### config.mk
export PLATFORM = sky130hd
export DESIGN_NAME = cart_responder
export DESIGN_NICKNAME = d
export VERILOG_FILES = /design/src/rtl/cart_responder.sv
export SDC_FILE = /design/constraint.sdc
export NUM_CORES = 1
export LEC_CHECK = 0
export ABC_AREA = 1
export ABC_CLOCK_PERIOD_IN_PS = 1450
export CORE_MARGIN = 10
export CORE_UTILIZATION = 35
export CTS_CLUSTER_DIAMETER = 30
export DETAILED_ROUTE_END_ITERATION = 7
export GPL_TIMING_DRIVEN = 0
export PLACE_DENSITY = 0.67
export SLEW_MARGIN = 15
export SYNTH_ARGS = -nofsm -noshare
export SYNTH_HDL_FRONTEND = slang
export SYNTH_SLANG_ARGS = --single-unit
export TNS_END_PERCENT = 20
### constraint.sdc
create_clock -name clock -period 1.45 [get_ports clock]
set_input_delay 0.145 -clock clock [delete_from_list [all_inputs] [get_ports clock]]
set_output_delay 0.145 -clock clock [all_outputs]
set_load 0.02 [all_outputs]
### src/rtl/cart_responder.sv
// Game Boy cartridge bus responder: serves ROM/SRAM images from block RAM with MBC1 banking.
// Define CART_MBC1_EN for full MBC1 banking; leave it undefined for a plain ROM-only cart.
module cart_responder #(
    parameter int ROM_AW      = 21,
    parameter int RAM_AW      = 15,
    parameter int SYNC_STAGES = 2
) (
    input  logic              clock,
    input  logic              reset_l,
    input  logic [15:0]       gb_addr,
    input  logic [7:0]        gb_din,
    input  logic              gb_rd_l,
    input  logic              gb_wr_l,
    input  logic              gb_cs_l,
    output logic [7:0]        gb_dout,
    output logic              gb_doe,
    output logic [ROM_AW-1:0] rom_addr,
    output logic              rom_en,
    input  logic [7:0]        rom_q,
    output logic [RAM_AW-1:0] ram_addr,
    output logic              ram_en,
    output logic              ram_we,
    output logic [7:0]        ram_wdata,
    input  logic [7:0]        ram_q
);

    localparam logic [2:0] IDLE  = 3'd0;
    localparam logic [2:0] FETCH = 3'd1;
    localparam logic [2:0] WAIT  = 3'd2;
    localparam logic [2:0] DRIVE = 3'd3;
    localparam logic [2:0] WRITE = 3'd4;
    localparam logic [2:0] HOLD  = 3'd5;

    localparam logic [1:0] SRC_ROM = 2'd0;
    localparam logic [1:0] SRC_RAM = 2'd1;
    localparam logic [1:0] SRC_FF  = 2'd2;

    logic [23:0] data_sync [SYNC_STAGES];
    logic [2:0]  strb_sync [SYNC_STAGES];
    logic [15:0] addr_s;
    logic [7:0]  din_s;
    logic        rd_s;
    logic        wr_s;
    logic        cs_s;
    logic        rd_d;
    logic        wr_d;
    logic        rd_fall;
    logic        wr_fall;

    logic [2:0]  state;
    logic [1:0]  src;
    logic        is_rom;
    logic        ram_hit;
    logic        ram_on;
    logic [ROM_AW-1:0] rom_next;
    logic [RAM_AW-1:0] ram_next;

    // Bus synchronisers: address/data need no reset, strobes reset to idle-high
    always_ff @(posedge clock) begin
        data_sync[0] <= {gb_addr, gb_din};
        for (int i = 1; i < SYNC_STAGES; i++) begin
            data_sync[i] <= data_sync[i-1];
        end
    end

    always_ff @(posedge clock) begin
        if (!reset_l) begin
            for (int i = 0; i < SYNC_STAGES; i++) begin
                strb_sync[i] <= 3'b111;
            end
            rd_d <= 1'b1;
            wr_d <= 1'b1;
        end else begin
            strb_sync[0] <= {gb_rd_l, gb_wr_l, gb_cs_l};
            for (int i = 1; i < SYNC_STAGES; i++) begin
                strb_sync[i] <= strb_sync[i-1];
            end
            rd_d <= rd_s;
            wr_d <= wr_s;
        end
    end

    assign addr_s  = data_sync[SYNC_STAGES-1][23:8];
    assign din_s   = data_sync[SYNC_STAGES-1][7:0];
    assign rd_s    = strb_sync[SYNC_STAGES-1][2];
    assign wr_s    = strb_sync[SYNC_STAGES-1][1];
    assign cs_s    = strb_sync[SYNC_STAGES-1][0];
    assign rd_fall = rd_d & ~rd_s;
    assign wr_fall = wr_d & ~wr_s;

    assign is_rom  = ~addr_s[15];
    assign ram_hit = (addr_s[15:13] == 3'b101) && !cs_s && ram_on;

`ifdef CART_MBC1_EN
    logic       ram_enable;
    logic [4:0] bank_lo;
    logic [1:0] bank_hi;
    logic       mode;
    logic [6:0] rom_bank;

    always_ff @(posedge clock) begin
        if (!reset_l) begin
            ram_enable <= 1'b0;
            bank_lo    <= 5'd1;
            bank_hi    <= 2'd0;
            mode       <= 1'b0;
        end else if (state == WRITE && !addr_s[15]) begin
            case (addr_s[14:13])
                2'd0:    ram_enable <= (din_s[3:0] == 4'hA);
                2'd1:    bank_lo    <= (din_s[4:0] == 5'd0) ? 5'd1 : din_s[4:0];
                2'd2:    bank_hi    <= din_s[1:0];
                default: mode       <= din_s[0];
            endcase
        end
    end

    always_comb begin
        rom_bank = 7'd0;
        if (addr_s[14]) begin
            rom_bank = {bank_hi, bank_lo};
        end else if (mode) begin
            rom_bank = {bank_hi, 5'd0};
        end
    end

    // Banks beyond the image size wrap silently through the width cast
    assign ram_on   = ram_enable;
    assign rom_next = ROM_AW'({rom_bank, addr_s[13:0]});
    assign ram_next = RAM_AW'({(mode ? bank_hi : 2'b00), addr_s[12:0]});
`else
    assign ram_on   = 1'b1;
    assign rom_next = ROM_AW'(addr_s[14:0]);
    assign ram_next = RAM_AW'(addr_s[12:0]);
`endif

    always_ff @(posedge clock) begin
        if (!reset_l) begin
            state    <= IDLE;
            src      <= SRC_FF;
            gb_doe   <= 1'b0;
            gb_dout  <= 8'h00;
            rom_addr <= '0;
            ram_addr <= '0;
        end else begin
            case (state)
                IDLE: begin
                    if (rd_fall && wr_s) begin
                        state    <= FETCH;
                        rom_addr <= rom_next;
                        ram_addr <= ram_next;
                    end else if (wr_fall && rd_s) begin
                        state    <= WRITE;
                        ram_addr <= ram_next;
                    end
                end
                FETCH: begin
                    src   <= is_rom ? SRC_ROM : (ram_hit ? SRC_RAM : SRC_FF);
                    state <= WAIT;
                end
                WAIT: begin
                    case (src)
                        SRC_ROM: gb_dout <= rom_q;
                        SRC_RAM: gb_dout <= ram_q;
                        default: gb_dout <= 8'hFF;
                    endcase
                    gb_doe <= 1'b1;
                    state  <= DRIVE;
                end
                DRIVE: begin
                    if (rd_s) begin
                        gb_doe <= 1'b0;
                        state  <= IDLE;
                    end
                end
                WRITE: state <= HOLD;
                HOLD: begin
                    if (wr_s) begin
                        state <= IDLE;
                    end
                end
                default: state <= IDLE;
            endcase
        end
    end

    // Strobes are single-cycle by construction: FETCH and WRITE each last one clock
    assign rom_en    = (state == FETCH) && is_rom;
    assign ram_en    = ((state == FETCH) || (state == WRITE)) && ram_hit;
    assign ram_we    = (state == WRITE) && ram_hit;
    assign ram_wdata = din_s;

endmodule

==> impl_results.html <==
<table>
<tr><th>Metric</th><th>Value</th></tr>
<tr><th colspan="2">Global route</th></tr>
<tr><td>Initial antenna violation count</td><td>0</td></tr>
<tr><td>Maximum number of pins on one net before global-route repair</td><td>18</td></tr>
<tr><td>Total global routing track utilization</td><td>about 11%</td></tr>
<tr><td>Via count of the first global-routing pass</td><td>2,286</td></tr>
<tr><td>Global-route wire length before repair</td><td>~11,000 um</td></tr>
<tr><td>Overall overflow remaining after global route</td><td>0</td></tr>
<tr><th colspan="2">Clocking</th></tr>
<tr><td>CTS clock-pin slew for the worst setup and hold paths</td><td>~0.09 ns</td></tr>
<tr><td>TritonCTS clock tree</td><td>done</td></tr>
<tr><td>Number of buffers added by the clock tree synthesis step</td><td>9</td></tr>
<tr><td>Root Buffer Master</td><td>clkbuf_8</td></tr>
<tr><td>Number of H-tree levels</td><td>3</td></tr>
<tr><td>Worst-skew pair later-pin latency</td><td>0.35 ns</td></tr>
<tr><td>Maximum clock path buffer count</td><td>2</td></tr>
<tr><td>Sink Count</td><td>98</td></tr>
<tr><th colspan="2">STA</th></tr>
<tr><td>Min Hold Slack</td><td>0.227 ns</td></tr>
<tr><td>Max-slew violation total from the final report</td><td>0</td></tr>
<tr><td>Worst Max-Slew Pin Slew</td><td>0.554 ns</td></tr>
<tr><td>Final hold violation count</td><td>0</td></tr>
<tr><td>Final count of negative-setup-slack endpoints</td><td>0</td></tr>
<tr><td>Setup repair after global routing missed its margin</td><td>yes</td></tr>
<tr><td>Part of the cycle the worst path needs</td><td>roughly 99%</td></tr>
<tr><td>Slew headroom</td><td>63.1%</td></tr>
<tr><td>Maximum clock skew at final layout</td><td>between 0.007 and 0.008 ns</td></tr>
<tr><td>Crit path time final</td><td>roughly 1.4 ns</td></tr>
<tr><td>FMAX</td><td>694 MHz</td></tr>
<tr><th colspan="2">Placement</th></tr>
<tr><td>Placer congestion estimate</td><td>0.778</td></tr>
<tr><td>Number of placed instances, taps included</td><td>502</td></tr>
<tr><td>Detailed Place HPWL</td><td>5390 um</td></tr>
<tr><td>Number of port buffers</td><td>92</td></tr>
<tr><th colspan="2">Synth</th></tr>
<tr><td>FF+latch count, synth</td><td>98</td></tr>
<tr><td>Most instantiated flip-flop cell in the synthesis netlist</td><td>dfxtp_1</td></tr>
<tr><td>Number of warnings printed during yosys synthesis</td><td>0</td></tr>
<tr><td>Summed instance area of the synthesized netlist</td><td>0.00306 mm^2</td></tr>
<tr><td>Synthesized area per cell</td><td>just over 10 um^2</td></tr>
<tr><td>Synth top area share</td><td>~64%</td></tr>
<tr><td>Most area-hungry cell type in the Yosys netlist</td><td>dfxtp_1</td></tr>
<tr><td>EDFF count, synth</td><td>0</td></tr>
<tr><td>Cells taking the most area after synthesis</td><td>dfxtp_1, nor2_1, buf_4, o21ai_0, nand2_1</td></tr>
<tr><td>Part of the Yosys area used for sequential elements</td><td>64.1%</td></tr>
<tr><td>Post-synthesis cell type count</td><td>30</td></tr>
<tr><td>Synth cell count leaders</td><td>dfxtp_1, nor2_1, nand2_1</td></tr>
<tr><td>Async SR Flop Fraction</td><td>0%</td></tr>
<tr><td>Cell with the most instances after synthesis</td><td>dfxtp_1</td></tr>
<tr><td>Instance count of the mapped netlist</td><td>295</td></tr>
<tr><th colspan="2">Route</th></tr>
<tr><td>Number of DRC markers in iteration 0</td><td>just under 60</td></tr>
<tr><td>Antenna Nets Post-Route</td><td>0</td></tr>
<tr><td>Post-route DRC</td><td>0</td></tr>
<tr><td>Detailed-route wire length per cell</td><td>between 10 and 15 um</td></tr>
<tr><td>Via count</td><td>2,273</td></tr>
<tr><td>Sum of routed wire length over all layers</td><td>7140 um</td></tr>
<tr><td>Vias per cell</td><td>4.33</td></tr>
<tr><td>TritonRoute pass-1 iters</td><td>4</td></tr>
<tr><th colspan="2">Critical path</th></tr>
<tr><td>CP Capture Type</td><td>primary output</td></tr>
<tr><td>Startpoint Class</td><td>register</td></tr>
<tr><td>Internal reg-to-reg setup slack</td><td>0.08 ns</td></tr>
<tr><td>Kind of critical path</td><td>reg2out</td></tr>
<tr><td>Arrival time of data at the critical path endpoint</td><td>1.30 ns</td></tr>
<tr><td>Maximum fanout along the worst path</td><td>7</td></tr>
<tr><td>Data required time of the worst path</td><td>1.31 ns</td></tr>
<tr><th colspan="2">Floorplanning</th></tr>
<tr><td>Overall die width</td><td>roughly 110 um</td></tr>
<tr><td>Initial core utilization</td><td>35.6%</td></tr>
<tr><td>Floorplan die height</td><td>113 um</td></tr>
<tr><td>Core Footprint</td><td>0.00859 mm^2</td></tr>
<tr><td>Die footprint</td><td>0.0129 mm^2</td></tr>
<tr><td>Row Count</td><td>34</td></tr>
<tr><td>I/O pin cnt</td><td>slightly above 100</td></tr>
<tr><th colspan="2">Layout</th></tr>
<tr><td>Total number of nets in the final design</td><td>458</td></tr>
<tr><td>Filler cell count in the final layout</td><td>approximately 840</td></tr>
<tr><td>Final instance count without filler cells</td><td>roughly 530</td></tr>
<tr><td>Final standard cell utilization of the core</td><td>roughly half</td></tr>
<tr><td>Synthesis-to-layout area growth</td><td>43.1%</td></tr>
<tr><td>Number of diodes added for antenna fixing</td><td>0</td></tr>
<tr><td>Layout cells sized above 1</td><td>25.4%</td></tr>
<tr><th colspan="2">Hold path</th></tr>
<tr><td>Type of the worst min-delay path</td><td>in2reg</td></tr>
<tr><th colspan="2">Power and ir drop</th></tr>
<tr><td>Maximum resistive drop on vdd</td><td>around 0.94 mV</td></tr>
<tr><td>Leak Pwr</td><td>1.95 nW</td></tr>
<tr><td>PwrDens</td><td>1440 mW/mm^2</td></tr>
<tr><th colspan="2">Flow run</th></tr>
<tr><td>Max-cap violation count</td><td>0</td></tr>
<tr><th colspan="2">Outcome</th></tr>
<tr><td>Status</td><td>complete, no violations</td></tr>
</table>
[power breakdown]
group | leakage [nW] | switching, mW | internal [mW]
registers | 0.814 | 0.134 | 2.96
clock network | 0.0884 | 0.948 | 0.642
logic | 1.05 | 0.896 | 0.726
total | 1.95 | 1.98 | 4.33
[state kept, by name (all words and copies together), names as in the netlist]
name and count:
ram_addr 13, data_sync 48, strb_sync 6, gb_doe 1, wr_d 1, state 3, gb_dout 8, src 2
rom_addr 15, rd_d 1
[worst max-delay path, cell delays in order (launching register included)]
cell	delay, ns
dfxtp_2	0.32
buf_6	0.11
inv_2	0.11
nand3_4	0.12
a21oi_2	0.16
buf_6	0.13
[final cells by class]
class	instances	area (um^2)	share of cell area (%)
Clock buffer	9	124	2.83
Timing Repair Buffer	100	922	21.1
Buffer	27	214	4.89
Multi-Input combinational cell	165	908	20.8
Sequential cell	98	1970	45.0
Clock inverter	6	50.0	1.14
Inverter	12	55.1	1.26
Tap cell	108	135	3.09
[per-stage QoR]
| step | setup slack, ns | cell area [um^2] | total power [mW] | setup TNS (ns) |
|---|---|---|---|---|
| final | 0.00988 | 4380 | 6.31 | 0 |
| after global routing | -0.0719 | 4380 | 6.67 | -0.203 |
| after CTS | -0.00485 | 4320 | 6.29 | -0.00768 |
| after detailed placement | -0.239 | 4140 | 4.66 | -3.13 |
| after global placement | -0.192 | 4140 | 4.62 | -2.27 |
| after floorplan | 0.258 | 3090 | 4.06 | 0 |
[final timing paths]
kind / from / endpoint / depth (start not counted)
hold reg to reg: data_sync[0][22] / data_sync[0][46] / 0
setup / recovery: state[2] / ram_en / 5
setup reg to reg: state[2] / gb_dout[6] / 6
hold / removal: gb_din[7] / data_sync[0][7] / 1
[cells by family (layout without fill, tap and decap cells)]
kind of cell           after synthesis  in the layout  synth area share, %
DFF                                 98             98                 64.1
AOI/OAI and AO/OA                   62             62                 12.2
buffers and inverters               39            154                 8.55
other                                1              8                0.123
and+or+nand+nor                     95             95                 15.0
[cell usage in the layout, fill, tap and decap left out, types with 5 or more instances in the layout]
cell type and instances:
or2_2 7, dlygate4sd2_1 43, a21oi_2 13, nor2_1 35, inv_1 5, clkdlybuf4s50_1 44, clkbuf_8 9, nand2_1 26
nand2_2 10, conb_1 8, o22ai_1 8, buf_4 28, o21ai_0 22, buf_6 6, a21oi_1 13, dfxtp_1 95
[routing by layer]
layer / GRT usage (%) / share of wire, %
met3: 4.46 / 6.6
met1: 11.6 / 41
met2: 18.8 / 50
met4: 4.40 / 1.9
met5: 0 / 0
[repair_timing]
action / 4_1_cts / 5_1_grt
endpoints found under the setup margin: 48 / 15
buffers inserted: 4 / 4
gates resized for setup: 72 / 9
pin swaps: 1 / 6
gates cloned: 0 / 0
hold buffers: 0 / 0
No activity file was read; power rests on OpenSTA's default activity.
